`src/rtl/sprite_hit_bank.sv`:
```
// sprite_hit_bank: per-pixel hit test against N double-buffered sprite boxes,
// 2-cycle pipeline with lowest-index priority and a per-frame collision flag.
`default_nettype none

module sprite_hit_bank #(
    parameter int N_SPRITES = 4,
    parameter int COORD_W   = 10,
    parameter int HALF_W    = 26,
    parameter int HALF_H    = 30,
    localparam int IDX_W    = (N_SPRITES > 1) ? $clog2(N_SPRITES) : 1
) (
    input  logic                 Clk_i,
    input  logic                 Reset_i,
    input  logic                 frame_sync_i,
    input  logic                 wr_en_i,
    input  logic [IDX_W-1:0]     wr_idx_i,
    input  logic [COORD_W-1:0]   wr_centerx_i,
    input  logic [COORD_W-1:0]   wr_centery_i,
    input  logic                 wr_visible_i,
    input  logic [COORD_W-1:0]   DrawX_i,
    input  logic [COORD_W-1:0]   DrawY_i,
    input  logic                 pix_valid_i,
    output logic                 hit_valid_o,
    output logic [N_SPRITES-1:0] hit_mask_o,
    output logic                 hit_any_o,
    output logic [IDX_W-1:0]     hit_idx_o,
    output logic                 collide_o
);

    localparam logic signed [COORD_W:0] C_HW = (COORD_W+1)'(HALF_W);
    localparam logic signed [COORD_W:0] C_HH = (COORD_W+1)'(HALF_H);

    logic [COORD_W-1:0]   sh_cx_q  [N_SPRITES];
    logic [COORD_W-1:0]   sh_cy_q  [N_SPRITES];
    logic [N_SPRITES-1:0] sh_vis_q;
    logic [COORD_W-1:0]   act_cx_q [N_SPRITES];
    logic [COORD_W-1:0]   act_cy_q [N_SPRITES];
    logic [N_SPRITES-1:0] act_vis_q;

    logic                 wr_ok_d;
    logic [N_SPRITES-1:0] cov_d;
    logic                 s1_valid_q;
    logic [N_SPRITES-1:0] s1_mask_q;
    logic [IDX_W-1:0]     hit_idx_d;
    logic                 multi_d;
    logic                 hit_valid_q;
    logic [N_SPRITES-1:0] hit_mask_q;
    logic                 hit_any_q;
    logic [IDX_W-1:0]     hit_idx_q;
    logic                 collide_pending_q;
    logic                 collide_q;

    assign wr_ok_d = wr_en_i && (int'(wr_idx_i) < N_SPRITES);

    // A write in the frame_sync cycle bypasses the shadow straight into active.
    always_ff @(posedge Clk_i) begin
        if (Reset_i) begin
            for (int i = 0; i < N_SPRITES; i++) begin
                sh_cx_q[i]  <= '0;
                sh_cy_q[i]  <= '0;
                act_cx_q[i] <= '0;
                act_cy_q[i] <= '0;
            end
            sh_vis_q  <= '0;
            act_vis_q <= '0;
        end else begin
            for (int i = 0; i < N_SPRITES; i++) begin
                if (wr_ok_d && (int'(wr_idx_i) == i)) begin
                    sh_cx_q[i]  <= wr_centerx_i;
                    sh_cy_q[i]  <= wr_centery_i;
                    sh_vis_q[i] <= wr_visible_i;
                end
                if (frame_sync_i) begin
                    if (wr_ok_d && (int'(wr_idx_i) == i)) begin
                        act_cx_q[i]  <= wr_centerx_i;
                        act_cy_q[i]  <= wr_centery_i;
                        act_vis_q[i] <= wr_visible_i;
                    end else begin
                        act_cx_q[i]  <= sh_cx_q[i];
                        act_cy_q[i]  <= sh_cy_q[i];
                        act_vis_q[i] <= sh_vis_q[i];
                    end
                end
            end
        end
    end

    // Zero-extended signed differences so coordinates never wrap around the screen edge.
    for (genvar g = 0; g < N_SPRITES; g++) begin : g_cov
        logic signed [COORD_W:0] dx_d;
        logic signed [COORD_W:0] dy_d;
        assign dx_d = $signed({1'b0, DrawX_i}) - $signed({1'b0, act_cx_q[g]});
        assign dy_d = $signed({1'b0, DrawY_i}) - $signed({1'b0, act_cy_q[g]});
        assign cov_d[g] = act_vis_q[g] && (dx_d >= -C_HW) && (dx_d <= C_HW)
                                       && (dy_d >= -C_HH) && (dy_d <= C_HH);
    end

    always_comb begin
        hit_idx_d = '0;
        for (int i = N_SPRITES - 1; i >= 0; i--) begin
            if (s1_mask_q[i]) hit_idx_d = IDX_W'(i);
        end
    end

    assign multi_d = s1_valid_q && (|(s1_mask_q & (s1_mask_q - N_SPRITES'(1))));

    always_ff @(posedge Clk_i) begin
        if (Reset_i) begin
            s1_valid_q        <= 1'b0;
            s1_mask_q         <= '0;
            hit_valid_q       <= 1'b0;
            hit_mask_q        <= '0;
            hit_any_q         <= 1'b0;
            hit_idx_q         <= '0;
            collide_pending_q <= 1'b0;
            collide_q         <= 1'b0;
        end else begin
            s1_valid_q  <= pix_valid_i;
            s1_mask_q   <= pix_valid_i ? cov_d : '0;
            hit_valid_q <= s1_valid_q;
            hit_mask_q  <= s1_mask_q;
            hit_any_q   <= |s1_mask_q;
            hit_idx_q   <= hit_idx_d;
            if (frame_sync_i) begin
                collide_q         <= collide_pending_q | multi_d;
                collide_pending_q <= 1'b0;
            end else begin
                collide_pending_q <= collide_pending_q | multi_d;
            end
        end
    end

    assign hit_valid_o = hit_valid_q;
    assign hit_mask_o  = hit_mask_q;
    assign hit_any_o   = hit_any_q;
    assign hit_idx_o   = hit_idx_q;
    assign collide_o   = collide_q;

endmodule

`default_nettype wire

```
`config.mk`:
```
export PLATFORM = sky130hd
export DESIGN_NAME = sprite_hit_bank
export DESIGN_NICKNAME = d
export VERILOG_FILES = /design/src/rtl/sprite_hit_bank.sv
export SDC_FILE = /design/constraint.sdc
export NUM_CORES = 1
export LEC_CHECK = 0
export ABC_AREA = 1
export BUFFER_PORTS_ARGS = -buffer_cell sky130_fd_sc_hd__buf_2
export CAP_MARGIN = 40
export CELL_PAD_IN_SITES_DETAIL_PLACEMENT = 0
export CELL_PAD_IN_SITES_GLOBAL_PLACEMENT = 1
export CORE_MARGIN = 10
export CORE_UTILIZATION = 47
export DETAILED_ROUTE_END_ITERATION = 6
export PLACE_DENSITY_LB_ADDON = 0.1
export RECOVER_POWER = 50
export SLEW_MARGIN = 5
export SYNTH_ARGS = -nofsm -noshare
export SYNTH_HDL_FRONTEND = slang
export SYNTH_SLANG_ARGS = --single-unit
```
`constraint.sdc`:
```
create_clock -name Clk_i -period 3.93 [get_ports Clk_i]
set_input_delay 0.393 -clock Clk_i [delete_from_list [all_inputs] [get_ports Clk_i]]
set_output_delay 0.393 -clock Clk_i [all_outputs]
set_load 0.05 [all_outputs]
```
==> metrics.cfg, run 1 <==
[placement]
gp_congestion=0.863
place.port_buffers=56
dp_hpwl_um=23900
dpl_worst_slack_ps=1190

[cells_and_area]
areaGrowthSynthToFinish_pct=9.56
diodes=0
n_fill_cell=2506
fin_nets=1777
final_core_util=0.525
drive_gt1_frac=0.0611

[grt]
grt_pass1_wl_um=48700
grt-ovfl-total=0
grt_pass1_vias=9306
antenna_found_initial=0
grt_max_degree=55
track_usage=0.184

[power_and_ir_drop]
power_switching_mw=1.66
leakagePower_nw=6.36
power_mw=5.37
ir_drop_v=0.000279
power_density_nw_per_um2=406
p_int_mw=3.71
pwr-share-seq=0.429
p_clk_frac=0.327
combPwrFrac=0.245
power_switching_share=0.309

[clocking]
numCtsBuffers=17
clkTransAtPathRegs_ps=60
cts_resized=0
htree_num_levels=4
insertion_delay_ps=430
cts_tree=built
root_buffer=clkbuf_16
cts_buffer_depth=2
cts_sinks=183
postCtsSetupBuffers=0
hold_buffers=0

[timing]
maxClockFrequency_mhz=353
rsz0062_at_grt=no
final.setup_skew_ps=8.71
setup_ws_ps=1100
slew_headroom=-0.220
period_needed_ps=2830
finalSetupTns_ps=0
worstMarginPinSlew_ps=1830
fin_crit_sh=0.721
finalSetupViolCount=0
hold_viol=0
drv_slew=41

[yosys]
synth_top_cell_by_area=edfxtp_1
ys.flop_type=edfxtp_1
synth_fa_ha_area_frac=0.0963
synth.yosys.seq_area_share=0.437
synthArstFlopShare=0
muxShareOfSynthArea=0.00332
yosysTopAreaCellShare=0.398
yosysUniqueCellTypes=37
synth_xor_xnor_area_share=0.00726
synth_area_um2=12100
avgSynthCellArea_um2=7.58
ys_ff_latch=183
yosys-top-cells-area=edfxtp_1 40%, nand2_1 15%, inv_1 8.4%
synthCells=1590
synth-simple-area-share=0.291
synth_compound_gate_area_share=0.0671
synth_top_family_by_area=simple AND/OR/NAND/NOR gates
syn_nets=1726
synth_edf_count=160
yosysWarnings=0

[worst_setup_path]
cp-startpoint=wr_idx_i[1]
worst_setup_path_end_kind=flop
r2r-start=act_cx_q[3][0]
required_ps=3990
cp_max_fo=21
critical_path_class=input pin to flop
cp-start-kind=input pin
critical_path_arrival_ps=2890

[detailed_routing]
wl_per_cell_um=15.4
vias=10100
drc=0
drt_wl_total_um=30500
viasPerCell=5.08
dr.first_iter.drc_count=811
postRouteAntennaNets=0
dr.pass1.iters=5

[floorplan]
ios=57
die_h_um=180
fp-row-count=58
core-area_um2=25200
start_util=0.479
die-width_um=180
dieArea_um2=32500

[status]
status=finished with violations
violations=max-capacitance violations, max-slew violations

[flow_run]
maxCapViolations=1

[hold_path]
hp-start=pix_valid_i
hold_path.class=input pin to flop

power groups by stage:
stage / logic, mW / registers (mW) / clock network [mW]
6_report: 1.31 / 2.30 / 1.75
5_1_grt: 1.53 / 2.31 / 1.85
4_1_cts: 1.32 / 2.30 / 1.78
3_5_place_dp: 1.32 / 2.34 / 0
3_3_place_gp: 1.30 / 2.34 / 0
2_1_floorplan: 0.998 / 2.33 / 0
routing by layer:
layer / GRT usage / share of wire / up-vias
met3: 0.0299 / 0.053 / 20
met1: 0.268 / 0.50 / 4618
met5: 0 / 0 / -
li1: - / - / 5227
met2: 0.282 / 0.44 / 221
met4: 0.0374 / 0.0096 / 0
worst max-delay path, cell delays in order:
cell,delay [ps]
clkbuf_1,130
clkinv_1,100
nor3_1,840
inv_1,630
nand2_1,790
per-stage QoR:
| stage | hold slack, ps | cell area [um2] | std cells |
|---|---|---|---|
| after floorplan | 403 | 12100 | 1590 |
| after global placement | 420 | 12600 | 1951 |
| after detailed placement | 431 | 12700 | 1952 |
| after CTS | 279 | 13300 | 1984 |
| after global routing | 307 | 13200 | 1984 |
| final | 304 | 13200 | 1984 |
synth_stat cells, drive strengths merged (6+ instances only):
cell and n:
a21oi 44, a31oi 7, buf 12, clkbuf 17, dfxtp 23, edfxtp 160
fa 8, ha 80, inv 276, nand2 473, nand3 156, nand3b 10
nor2 181, nor3 13, o21ai 97, or2 6, xnor2 9
registers in the layout, summed over array words and instances (netlist names):
signal / flops
sh_vis_q: 4
hit_any_o: 1
act_vis_q: 4
hit_idx_o: 2
s1_mask_q: 4
sh_cy_q: 40
hit_valid_o: 1
s1_valid_q: 1
sh_cx_q: 40
hit_mask_o: 4
collide_o: 1
collide_pending_q: 1
act_cy_q: 40
act_cx_q: 40
cell type report:
cell class,count,area (um2),share of cell area
multi-input cells,1102,5580,0.422
flip-flops and latches,183,5270,0.399
well taps,330,413,0.0313
inverters,276,1040,0.0784
clock buffers,17,425,0.0322
clock inverters,15,175,0.0133
repair buffers,61,317,0.0240
cell usage in the layout, fill, tap and decap left out, drive strengths merged, types with 4 or more instances in the layout:
cell | Yosys | layout
nor3 | 13 | 13
a31oi | 7 | 7
clkinvlp | 0 | 4
nand3 | 156 | 156
edfxtp | 160 | 160
nor2 | 181 | 181
ha | 80 | 80
dfxtp | 23 | 23
o22ai | 4 | 4
a21oi | 44 | 44
inv | 276 | 277
fa | 8 | 8
mux2i | 4 | 4
nand4 | 4 | 4
or2 | 6 | 6
clkbuf | 17 | 30
nand2 | 473 | 473
clkinv | 0 | 7
o21ai | 97 | 97
xnor2 | 9 | 9
nand3b | 10 | 10
buf | 12 | 48
path summary, 6_finish.rpt:
kind	slack [ps]	end	cells after the start
worst max-delay path	1100	sh_cx_q[3][9]	5
worst min-delay path	300	s1_valid_q	3
worst max register to register	1790	s1_mask_q[3]	14
worst min register to register	420	hit_valid_o	2
cell families (layout without fill, tap and decap cells):
group,Yosys count,count (layout)
buffers and inverters,305,369
xor gates and xnor gates,10,10
muxes,4,4
DFF,183,183
AOI/OAI and AO/OA,155,155
and+or+nand+nor,845,845
adders and majority gates,88,88
Note: power is estimated with default switching activity, not from simulation.
==> run 2, diff against run 1 <==
- CORE_UTILIZATION: 47 -> 42
- clock period: 3.93 -> 2.4 ns (I/O delays scaled with it)
==> run 2 against run 1 <==
The flow now finishes without violations. Via count increased by 0.71%. Die area increased by 11%. First-iteration DRC count increased by 0.62%. Clock-buffer cell count unchanged. Clock skew increased by 7.6 ps. Critical path type unchanged. Largest cell class unchanged. Highest routed layer unchanged.
==> metrics.cfg, run 2 (same netlist as run 1, synthesis figures left out) <==
[detailed_routing]
viasPerCell=4.94  ; was 5.08
dr.first_iter.drc_count=816  ; was 811
postRouteAntennaNets=0  ; unchanged
drc=0  ; unchanged
wl_per_cell_um=16.2  ; was 15.4 um
drt_wl_total_um=33300  ; was 30500 um
vias=10200  ; was 10.1k
dr.pass1.iters=5  ; unchanged

[power_and_ir_drop]
power_switching_mw=3.01  ; was 1.66 mW
ir_drop_v=0.000362  ; was 0.000279 V
leakagePower_nw=6.51  ; was 6.36 nW
p_clk_frac=0.328  ; was 0.327
power_switching_share=0.338  ; was 0.309
pwr-share-seq=0.423  ; was 0.429
p_int_mw=5.90  ; was 3.71 mW
power_density_nw_per_um2=661  ; was 406 nW/um2
combPwrFrac=0.249  ; was 0.245
power_mw=8.91  ; was 5.37 mW

[placement]
dp_hpwl_um=26000  ; was 23900 um
place.port_buffers=56  ; unchanged
dpl_cell_area_um2=13000  ; was 12700 um2
gp_congestion=0.876  ; was 0.863
place_inst=2025  ; was 1952

[timing]
finalSetupTns_ps=0  ; unchanged
drv_slew=0  ; was 41
worstMarginPinSlew_ps=1350  ; was 1830 ps
final.setup_skew_ps=16.3  ; was 8.71 ps
slew_headroom=0.101  ; was -0.220
maxClockFrequency_mhz=451
period_needed_ps=2220
finalSetupViolCount=0  ; unchanged
rsz0062_at_grt=no  ; unchanged
hold_viol=0  ; unchanged
fin_crit_sh=0.923

[worst_setup_path]
required_ps=2560  ; was 3990 ps
critical_path_arrival_ps=2380  ; was 2890 ps
cp_max_fo=40  ; was 21
worst_setup_path_end_kind=flop  ; unchanged
critical_path_class=input pin to flop  ; unchanged
cp-start-kind=input pin  ; unchanged
reg2regPathDepth=14  ; unchanged

[clocking]
hold_buffers=0  ; unchanged
root_buffer=clkbuf_16  ; unchanged
htree_num_levels=4  ; unchanged
postCtsSetupBuffers=0  ; unchanged
insertion_delay_ps=450  ; was 430 ps
clkTransAtPathRegs_ps=70  ; was 60 ps
cts_tree=built  ; unchanged
numCtsBuffers=17  ; unchanged
cts_sinks=183  ; unchanged
cts_buffer_depth=2  ; unchanged

[floorplan]
die_h_um=189  ; was 180 um
dieArea_um2=35900  ; was 32500 um2
core-area_um2=28100  ; was 25200 um2
start_util=0.429  ; was 0.479
ios=57  ; unchanged
fp-row-count=61  ; was 58
die-width_um=189  ; was 180 um

[cells_and_area]
layout_common_cells=468 x nand2_1, 271 x inv_1, 177 x nor2_1  ; was 469 x nand2_1, 271 x inv_1, 177 x nor2_1
design_area_um2=13500  ; was 13200 um2
fin_nets=1802  ; was 1777
drive_gt1_frac=0.0774  ; was 0.0611
areaGrowthSynthToFinish_pct=11.8  ; was 9.56%
diodes=0  ; unchanged
layout_commonest_cell=nand2_1  ; unchanged
final_cells=2057  ; was 1984

[grt]
antenna_found_initial=0  ; unchanged
grt_pass1_wl_um=53100  ; was 48700 um
grt-ovfl-total=0  ; unchanged
grt_max_degree=41  ; was 55
grt_pass1_vias=9540  ; was 9306
track_usage=0.188  ; was 0.184

[hold_path]
holdPathStages=3  ; unchanged
hold_path.class=input pin to flop  ; unchanged

[status]
status=complete, no violations  ; was finished with violations

[flow_run]
maxCapViolations=0  ; was 1

## run 2: changes by cell type in the layout (fill, tap and decap cells not counted), moves of 2 or more
cell,before,now
clkinvlp_4,4,0
clkbuf_2,0,4
buf_4,2,13
clkinv_8,0,5
inv_12,0,4
clkinv_2,4,0
inv_8,0,2
buf_2,45,54
buf_12,0,2
bufinv_16,3,0
## run 2: path summary, 6_finish.rpt
| check | end | slack [ps] | startpoint |
|---|---|---|---|
| min reg2reg | hit_valid_o | 430 | s1_valid_q |
| min | s1_valid_q | 110 | pix_valid_i |
| max reg2reg | s1_mask_q[3] | 200 | act_cx_q[3][0] |
| max | act_cx_q[1][8] | 180 | Reset_i |
## run 2: worst max-delay path: stages
cell and delay (ps):
clkbuf_1 100, clkbuf_1 310, nor2_2 180, clkbuf_2 750, nand2_1 230, o21ai_0 550
## run 2: per-layer routing
layer	vias up	track usage	part of all wire
met5	-	0	0
met4	0	0.0302	0.0085
met3	19	0.0270	0.047
met2	218	0.280	0.43
met1	4652	0.283	0.52
li1	5269	-	-
## run 2: what timing repair did
action                                 in CTS  in global routing
setup endpoints to repair                   0                  1
endpoints found under the hold margin       0                  0
gates resized for setup                     0                  1
## run 2: power groups by stage
stage                     combinational [mW]  sequential (mW)  clock [mW]
after floorplan                         1.63             3.81           0
after global placement                  2.21             3.84           0
after detailed placement                2.22             3.84           0
after CTS                               2.23             3.77        2.97
after global routing                    2.58             3.79        3.10
final                                   2.22             3.77        2.93
## run 2: layout make-up
cell class | instances | area (um2)
Sequential cell | 183 | 5270
Multi-Input combinational cell | 1102 | 5600
Tap cell | 378 | 473
Clock inverter | 15 | 204
Fill cell | 2894 | 14600
Timing Repair Buffer | 86 | 477
Clock buffer | 17 | 425
Inverter | 276 | 1040
## run 2: metrics by stage
step                      worst slack [ps]  hold slack, ps   util
after floorplan                        507             319      -
after global placement               -46.3             418  0.461
after detailed placement             -82.1             418  0.461
after CTS                              138             103  0.484
after global routing                  32.3             126  0.480
final                                  184             113  0.480
